`src/rtl/instr_fetch_unit_pkg.sv`:
```
// Purpose : shared definitions for the fetch stage (state encoding, reset PC,
//           halt instruction word, default widths).
// Ports   : none (package).
package instr_fetch_unit_pkg;

  localparam int          IFU_PC_W       = 7;
  localparam int          IFU_INSTR_W    = 32;
  localparam logic [6:0]  IFU_RESET_PC   = 7'h00;
  localparam logic [31:0] IFU_HALT_INSTR = 32'hFFFF_FFFF;

  // DRAIN waits out a memory request that was in flight when a branch
  // redirect arrived, so the address bus never changes under a pending request.
  typedef enum logic [1:0] {
    ST_IDLE   = 2'd0,
    ST_FETCH  = 2'd1,
    ST_DRAIN  = 2'd2,
    ST_HALTED = 2'd3
  } fetch_state_t;

endpackage

```
`src/rtl/instr_fetch_unit_adder.sv`:
```
// Purpose : PC incrementer, o_sum = i_a + 1 modulo 2^W (wraps silently).
// Ports   : i_a  [W-1:0] in  - operand (current PC)
//           o_sum[W-1:0] out - i_a + 1
module adder #(
  parameter int W = 7
) (
  input  logic [W-1:0] i_a,
  output logic [W-1:0] o_sum
);

  localparam logic [W-1:0] ONE = {{(W-1){1'b0}}, 1'b1};

  assign o_sum = i_a + ONE;

endmodule

```
`src/rtl/instr_fetch_unit.sv`:
```
// Purpose : fetch stage. Owns the PC, drives instruction memory, loads IF/ID.
//           Handles hazard stall, EX branch redirect/flush, memory wait states, halt.
// Ports   : clk, rst_n (sync, active low); stall; branch_taken/branch_target;
//           imem_req/imem_addr out, imem_rdata/imem_ready in;
//           ifid_instr/ifid_pc_next/ifid_valid out; halted out.
module instr_fetch_unit
  import instr_fetch_unit_pkg::*;
#(
  parameter int                 PC_W       = IFU_PC_W,
  parameter int                 INSTR_W    = IFU_INSTR_W,
  parameter logic [PC_W-1:0]    RESET_PC   = IFU_RESET_PC,
  parameter logic [INSTR_W-1:0] HALT_INSTR = IFU_HALT_INSTR
) (
  input  logic               clk,
  input  logic               rst_n,
  input  logic               stall,
  input  logic               branch_taken,
  input  logic [PC_W-1:0]    branch_target,
  output logic               imem_req,
  output logic [PC_W-1:0]    imem_addr,
  input  logic [INSTR_W-1:0] imem_rdata,
  input  logic               imem_ready,
  output logic [INSTR_W-1:0] ifid_instr,
  output logic [PC_W-1:0]    ifid_pc_next,
  output logic               ifid_valid,
  output logic               halted
);

  fetch_state_t        r_state;
  logic [PC_W-1:0]     r_pc;
  logic [PC_W-1:0]     r_redir_tgt;
  logic [INSTR_W-1:0]  r_ifid_instr;
  logic [PC_W-1:0]     r_ifid_pc_next;
  logic                r_ifid_valid;
  logic [PC_W-1:0]     w_pc_inc;

  adder #(.W(PC_W)) u_adder (
    .i_a   (r_pc),
    .o_sum (w_pc_inc)
  );

  always_ff @(posedge clk) begin
    if (!rst_n) begin
      r_state        <= ST_IDLE;
      r_pc           <= RESET_PC;
      r_redir_tgt    <= '0;
      r_ifid_instr   <= '0;
      r_ifid_pc_next <= '0;
      r_ifid_valid   <= 1'b0;
    end else begin
      case (r_state)
        ST_IDLE: begin
          r_state <= ST_FETCH;
        end

        ST_FETCH: begin
          if (branch_taken) begin
            // Flush wins over stall; the IF/ID slot becomes a bubble.
            r_ifid_valid <= 1'b0;
            if (imem_ready) begin
              r_pc <= branch_target;
            end else begin
              // Request still outstanding: keep address stable, remember target.
              r_redir_tgt <= branch_target;
              r_state     <= ST_DRAIN;
            end
          end else if (stall) begin
            // Hold everything; any response is dropped and re-fetched later.
          end else if (imem_ready) begin
            r_ifid_instr   <= imem_rdata;
            r_ifid_pc_next <= w_pc_inc;
            r_ifid_valid   <= 1'b1;
            if (imem_rdata == HALT_INSTR) begin
              r_state <= ST_HALTED;
            end else begin
              r_pc <= w_pc_inc;
            end
          end else begin
            r_ifid_valid <= 1'b0;
          end
        end

        ST_DRAIN: begin
          if (branch_taken) begin
            r_redir_tgt <= branch_target;
          end
          if (imem_ready) begin
            // A redirect arriving on the same cycle as the response is the newest.
            r_pc    <= branch_taken ? branch_target : r_redir_tgt;
            r_state <= ST_FETCH;
          end
        end

        ST_HALTED: begin
          if (!stall) begin
            r_ifid_valid <= 1'b0;
          end
        end

        default: begin
          r_state <= ST_IDLE;
        end
      endcase
    end
  end

  assign imem_req     = (r_state == ST_FETCH) || (r_state == ST_DRAIN);
  assign halted       = (r_state == ST_HALTED);
  assign imem_addr    = r_pc;
  assign ifid_instr   = r_ifid_instr;
  assign ifid_pc_next = r_ifid_pc_next;
  assign ifid_valid   = r_ifid_valid;

endmodule
```
`config.mk`:
```
export PLATFORM = sky130hd
export DESIGN_NAME = instr_fetch_unit
export DESIGN_NICKNAME = d
export VERILOG_FILES = /design/src/rtl/instr_fetch_unit_pkg.sv /design/src/rtl/instr_fetch_unit_adder.sv /design/src/rtl/instr_fetch_unit.sv
export SDC_FILE = /design/constraint.sdc
export NUM_CORES = 1
export LEC_CHECK = 0
export ABC_CLOCK_PERIOD_IN_PS = 2400
export CAP_MARGIN = 5
export CORE_AREA = 3 3 81 83
export DETAILED_ROUTE_END_ITERATION = 10
export DIE_AREA = 0 0 84 86
export MAX_ROUTING_LAYER = met4
export PLACE_DENSITY = 0.78
export SETUP_SLACK_MARGIN = 0.15
export SLEW_MARGIN = 15
export SYNTH_ARGS = -nofsm -noshare
export SYNTH_HDL_FRONTEND = slang
export SYNTH_SLANG_ARGS = --single-unit
```
`constraint.sdc`:
```
create_clock -name clk -period 2.4 [get_ports clk]
set_clock_uncertainty 0.2 [all_clocks]
set_input_delay 0.24 -clock clk [delete_from_list [all_inputs] [get_ports clk]]
set_output_delay 0.24 -clock clk [all_outputs]
set_load 0.02 [all_outputs]
```
### Yosys cells after proc, flatten, opt, wreduce, memory -nomap -nowiden

Cells that the tools add are included.

* register bits after elaboration: 56
* input port bits: 44
* output and inout bits: 49
* word-level logic and storage cells: 56

* $add $sub $neg: 1
* equality and inequality tests: 14
* mux-type cells: 23
* bitwise gates (word level): 2
* reductions and logical operators: 10

Operators by type and width (count)
* $mux W7: 9
* $eq A32 B32 Y1 const B: 1
* $pmux W7 S2: 2
* $ne A3 B3 Y1 const B: 5
* $mux W2: 6
* $ne A2 B2 Y1 const B: 5
* $add A7 B1 Y7 const B: 1
* $pmux W2 S3: 1
* $reduce_and A3 Y1: 2
* $reduce_and A6 Y1: 1
* $reduce_and A5 Y1: 1
* $eq A2 B2 Y1 const B: 2
* $mux W1: 4
* $reduce_and A4 Y1: 1
* $reduce_bool A2 Y1: 2
* $reduce_bool A3 Y1: 1
* $eq A2 B1 Y1 const B: 1
* $logic_not A2 Y1: 1
* $not A1 Y1: 2
* $pmux W1 S2: 1
* $logic_or A1 B1 Y1: 1

### Logic depth before layout (Yosys ltp)

Gate-level depths: netlist of the first run.

* depth after elaboration: 6
* mapped depth: 9
* mapped depth without buffers: 7

### Cells and area by module

Synthesis of the first run repeated with hierarchy kept, for this count alone.

* cells, all modules: 325
* area, all modules: 2573.7 µm²

By module, submodules not included
* instr_fetch_unit: times used 1, cells an instance 313, area each 2487.4 µm²
* adder: times used 1, cells an instance 12, area each 86.3 µm²

### Least setup slack after synthesis of the first run

Ideal clock, no wire load.

* path kind: register -> register
* start: register r_state[1]
* end: register r_redir_tgt[0]
* library setup time: 0.116 ns
* arrival: 1.437 ns
* required time: 2.084 ns
* setup slack: 0.647 ns
* stages on the path, launching flop included: 8
* buffers on the path: 1
* clock period less this slack: 1.753 ns
* cells stage by stage: dfxtp_1 inv_1 ha_1 buf_2 a21o_1 a21oi_4 mux2i_1 nor2b_1

* word-level cells in the longest chain between the ends: 3
* elaborated cells between the ends (all ways): 7

RTL lines
* start, declared: line instr_fetch_unit.sv:29 `fetch_state_t r_state;`
* start signal, assigned: line instr_fetch_unit.sv:44 `r_state <= ST_IDLE;`
* start signal, assigned: line instr_fetch_unit.sv:53 `r_state <= ST_FETCH;`
* start signal, assigned: line instr_fetch_unit.sv:65 `r_state <= ST_DRAIN;`
* $eq A2 B1 Y1 or $eq A2 B2 Y1 (tied branches): line instr_fetch_unit.sv:51 `case (r_state)`
* $ne A2 B2 Y1 (no line) or $reduce_bool A2 Y1 (tied branches)
* $reduce_and A3 Y1 (no line)
* end signal, assigned: line instr_fetch_unit.sv:64 `r_redir_tgt <= branch_target;`
* end signal, assigned: line instr_fetch_unit.sv:85 `r_redir_tgt <= branch_target;`
* end, declared: line instr_fetch_unit.sv:31 `logic [PC_W-1:0] r_redir_tgt;`

Parallel ways exist; a longest one is shown, timed or not.
A chain may end at the register's enable or synchronous reset.

### Worst setup path in the final report of the first run

* start: register r_state[1]
* end: output halted

* word-level cells in the longest chain between the ends: 1

RTL lines
* $eq A2 B2 Y1: line instr_fetch_unit.sv:108 `assign halted = (r_state == ST_HALTED);`
* end, declared: line instr_fetch_unit.sv:26 `output logic halted`

Every way passes these cells.

==> results of run 1 <==
==> tightest hold or removal path, cell delays in order, from the launching register on <==
cell and delay (ns):
dfxtp_1 0.32, nand2_1 0.05, a21boi_1 0.05
==> cells in the final DEF (no fill, tap or decap), drive strengths merged, types with 3 or more instances in the layout <==
master,netlist,routed
mux2i,16,16
xor2,4,4
ha,5,5
clkdlybuf4s50,0,90
nand2,93,93
nand4,8,8
o21ai,9,9
o211a,5,5
clkbuf,8,7
nand3,4,4
nor4,3,3
buf,11,10
dfxtp,56,56
nand2b,4,4
o211ai,3,3
nor2b,8,8
a21boi,33,33
inv,6,6
a21oi,6,6
==> metrics by stage <==
step	instance area (um2)	std cells	util, %	total power, mW	hold WS, ns
3_5_place_dp	3610	460	61.0	1.80	0.247
4_1_cts	3700	468	62.6	2.34	0.261
6_report	3710	468	62.6	2.31	0.258
2_1_floorplan	2610	303	-	1.53	0.175
3_3_place_gp	3610	460	61.0	1.79	0.240
5_1_grt	3710	468	62.6	2.44	0.286
==> kinds of logic after synthesis <==
kind of cell / count (synthesis) / synth area share (%)
buf+inv: 25 / 5.41
fa+ha+maj: 5 / 2.39
simple gates: 131 / 22.5
xor+xnor: 5 / 1.68
flops: 56 / 42.9
compound gates: 64 / 18.6
mux: 17 / 6.56
==> registers in the layout (all words and copies together) (netlist names) <==
register,count
ifid_valid,1
r_redir_tgt,7
r_state,2
imem_addr,7
ifid_pc_next,7
ifid_instr,32
==> metal layers <==
metal	up-vias	track usage (%)	wire length, um
met3	5	4.13	385
met4	0	5.99	68
li1	1203	-	-
met5	-	-	0
met1	1081	23.0	2830
met2	77	31.8	3020
==> cell usage after synthesis, drive strengths merged, types with 6 or more instances <==
| library cell | n | area (um2) |
|---|---|---|
| nand4 | 8 | 50.1 |
| mux2i | 16 | 160 |
| nor2b | 8 | 50.1 |
| buf | 11 | 78.8 |
| dfxtp | 56 | 1120 |
| o21ai | 9 | 56.3 |
| nand2 | 93 | 349 |
| a21oi | 6 | 41.3 |
| a21boi | 33 | 248 |
| clkbuf | 8 | 40.0 |
| inv | 6 | 22.5 |
==> area by class of cell <==
type	instances	area (um2)	area share [%]
multi-input cells	222	1350	36.4
flip-flops and latches	56	1120	30.3
repair buffers	101	1020	27.6
well taps	75	93.8	2.53
clock buffers	7	86.3	2.33
inverters	6	22.5	0.607
clock inverters	1	7.51	0.202
==> worst paths after layout <==
check | start | to | slack (ns)
max | r_state[1] | halted | 0.35
min | ifid_instr[15] | ifid_instr[15] | 0.26
max reg2reg | r_state[1] | ifid_instr[1] | 0.44
min reg2reg | ifid_instr[15] | ifid_instr[15] | 0.26
==> power by group <==
| part | total (mW) | switching [mW] | internal (mW) | leakage, nW |
|---|---|---|---|---|
| clock network | 0.526 | 0.291 | 0.235 | 0.0445 |
| registers | 1.08 | 0.0673 | 1.01 | 0.454 |
| logic | 0.702 | 0.354 | 0.348 | 0.905 |
==> repair_timing <==
item	4_1_cts	5_1_grt
setup endpoints to repair	1	1
gates resized for setup	1	1
cloned	0	0
==> flow_summary.toml, run 1 <==
[run_status]
outcome = "complete, no violations"

[sta]
rsz0062_at_grt = "false"
setup_tns_ns = 0
setup_viol = 0
setup_ws_ns = 0.352
fin_crit_sh_pct = 85.3
fmax_mhz = 488
relSlewSlack_pct = 55.6
slew_viol_final = 0
fin_crit_ns = 2.05
hold_violations = 0
worstMarginPinSlew_ns = 0.666

[cts]
cts-root-buf = "clkbuf_8"
ctsHtreeMaxLevel = 2
clk_pin_slew_ns = 0.09
hold_buffers = 0
cts_buffer_depth = 2
post_cts_buffers = 0
cts_buffers = 5
cts_tree = "yes"
clock-sinks = 56
worst_skew_pair.late_latency_ns = 0.31

[logic_synthesis]
synth_warnings = 0
synthFlopType = "dfxtp_1"
synth_cell_type_count = 40
synth-edff-count = 0
syn_inst = 303
synthesis.nets = 352
yosysSeqAreaShare_pct = 42.9
synth_area_um2 = 2610
synth_seq_cells = 56
synth-async-reset-ratio_pct = 0
synth.avg_cell_area_um2 = 8.63

[worst_hold_path]
hold_path_class = "flop to flop"
worstHoldPathCells = 2

[setup_path]
cp.required_ns = 1.96
cp.arrival_ns = 1.61
criticalPathCategory = "flop to output port"
reg2reg_depth = 7
crit_path_start_kind = "flop"
cpPeakStageDelay_ns = 0.62
cp_max_fo = 5
crit_cells = 2
path_cells = "ha_1 > clkdlybuf4s50_1"
crit_family = "buffers and inverters"
critical_path_buf_inv_count = 1
cp-end-kind = "output port"
cp_slowest_cell = "clkdlybuf4s50_1"

[floorplan]
initial_core_util_pct = 44.1
coreArea_um2 = 5920
io_pins = 93
die_h_um = 86
rows = 28
die_area_um2 = 7220
die_w_um = 84

[routing]
firstDrtPassIters = 4
via_count = 2366
drc_errors = 0
routed_wl_um = 6300
wl_per_cell_um = 13.5
drt_iter0_drc = 100
ant_nets = 0
via_per_inst = 5.06

[global_routing]
grt_max_degree = 43
track_usage_pct = 19.0
grt_pass1_wl_um = 11000
antenna_found_initial = 0
grt_overflow = 0
grt_pass1_vias = 2320

[flow_run]
max_cap_violations = 0

[power_and_ir_drop]
powerDensity_nw_per_um2 = 622
p_leak_nw = 1.40
vdd_drop_max_uv = 350

[finish]
synthToLayoutAreaGrowth_pct = 41.8
drive_above_1_share_pct = 6.11
nNetsFinal = 441
antenna_cells = 0
fillCellCount = 509

[placement]
dp_hpwl_um = 4760
gp_congestion = 0.841
dp_slack_ns = 0.126
portBuffers = 92
(Power assumes the default switching activity.)
==> run 2, diff against run 1 <==
Settings changed: CORE_AREA 3 3 81 83 to 3 3 77 86, DIE_AREA 0 0 84 86 to 0 0 80 89, DONT_BUFFER_PORTS set to 1, PLACE_DENSITY 0.78 to unset.
==> run 2 against run 1 <==
Compared with the run above: cell area fell by 14%; utilization fell by 7.9 points; via count fell by 9.3%; sequential power barely moved; sequential cell count did not move; largest power group unchanged.
==> flow_summary.toml, run 2 (synthesis gave the netlist of run 1 again) <==
[run_status]
outcome = "complete, no violations"

[global_routing]
met3_usage_pct = 5.04
antenna_found_initial = 0
grt_overflow = 0
grt_pass1_vias = 2218
grt_max_degree = 64
grt_util_met1_pct = 21.0
grt_pass1_wl_um = 10400
busiest_layer = "met2"
track_usage_pct = 19.0
gr-usage-met2_pct = 33.7

[sta]
fin_crit_sh_pct = 86.7
relSlewSlack_pct = 72.9
hold_violations = 0
slew_viol_final = 0
rsz0062_at_grt = "true"
worstMarginPinSlew_ns = 0.406
setup_viol = 0
fmax_mhz = 480
fin_crit_ns = 2.08
setup_tns_ns = 0

[cts]
clock-sinks = 56
post_cts_buffers = 0
cts_buffer_depth = 2
cts_tree = "yes"
ctsHtreeMaxLevel = 2
cts-root-buf = "clkbuf_8"
cts_buffers = 5
clk_pin_slew_ns = 0.09
worst_skew_pair.late_latency_ns = 0.29

[setup_path]
critPathLaunch = "r_state[0]"
crit_path_start_kind = "flop"
cp.required_ns = 2.39
cp_max_fo = 5
path_cells = "ha_1 > nor3b_1 > a21oi_1 > o21ai_0 > and2_1 > dlygate4sd3_1"
rrSetupSlack_ns = 0.32
cp-end-kind = "flop"
reg2reg_depth = 6
cp_slowest_cell = "dlygate4sd3_1"
r2r-start = "r_state[0]"
criticalPathCategory = "flop to flop"
critical_path_buf_inv_count = 1
r2r-end = "ifid_valid"
cp.arrival_ns = 2.08
crit_family = "buffers and inverters"
cpPeakStageDelay_ns = 0.54

[routing]
firstDrtPassIters = 4
drt_iter0_drc = 78
ant_nets = 0
drc_errors = 0
via_per_inst = 5.12
via_count = 2145
wl_per_cell_um = 15.0
routed_wl_um = 6280

[floorplan]
die_h_um = 89
rows = 29
die_area_um2 = 7120
initial_core_util_pct = 45.0
io_pins = 93
die_w_um = 80
coreArea_um2 = 5810

[finish]
final_cell_mix = "nand2_1 (93), dfxtp_1 (56), dlygate4sd3_1 (41)"
fin_cells = 419
nNetsFinal = 390
fillCellCount = 557
antenna_cells = 0
drive_above_1_share_pct = 6.73
synthToLayoutAreaGrowth_pct = 21.5
largest_register_ffs = 32
final_common_cell = "nand2_1"

[power_and_ir_drop]
powerDensity_nw_per_um2 = 687
vdd_drop_max_uv = 381
p_leak_nw = 1.22
finalPower_mw = 2.18

[placement]
dp_hpwl_um = 4260
portBuffers = 0
dp.cells = 369
gp_congestion = 0.816

[worst_hold_path]
hold_path_class = "input pin to flop"
worstHoldEndpoint = "imem_addr[2]"
worstHoldPathCells = 3
holdCritStartpoint = "branch_target[2]"

[flow_run]
max_cap_violations = 0
## run 2: worst max path at each step
stage,end,slack (ns),cells past startpoint
after global routing,ifid_valid,0.15,6
after detailed placement,imem_addr[5],0.33,6
final,ifid_valid,0.32,6
after floorplan,r_redir_tgt[0],0.65,7
after global placement,imem_addr[5],0.39,6
after CTS,ifid_valid,0.29,7
## run 2: tightest hold or removal path, stage by stage
cell and delay, ns:
mux2i_1 0.10, nand2b_1 0.11, mux2i_1 0.05
## run 2: repair_timing
action,in CTS,in global routing
setup endpoints to repair,0,2
endpoints found under the hold margin,56,0
resized for setup,0,2
hold buffers,42,0
## run 2: power by group
group / leakage, nW / switching (mW) / internal [mW]
sequential: 0.454 / 0.0996 / 1.01
clock: 0.0455 / 0.285 / 0.236
combinational: 0.718 / 0.292 / 0.258
## run 2: final cells by class
cell class	instances	area [um2]	share of cell area [%]
sequential	56	1120	35.3
multi-input combinational	222	1360	42.7
timing repair buffer	50	490	15.4
tap	77	96.3	3.03
clock buffer	8	90.1	2.84
inverter	6	22.5	0.709
## run 2: routing by layer
metal	part of all wire [%]	wire length [um]
met5	0	0
met4	1.0	65
met3	7.4	465
met2	49	3060
met1	43	2690
## run 2: through the flow
step | area, um2 | hold slack [ns] | utilization [%] | worst slack, ns
floorplan | 2610 | 0.175 | - | 0.647
global placement | 2650 | 0.170 | 45.7 | 0.386
detailed placement | 2650 | 0.174 | 45.7 | 0.333
CTS | 3170 | 0.0308 | 54.6 | 0.290
global route | 3180 | 0.0659 | 54.7 | 0.147
finish | 3180 | 0.0498 | 54.7 | 0.318
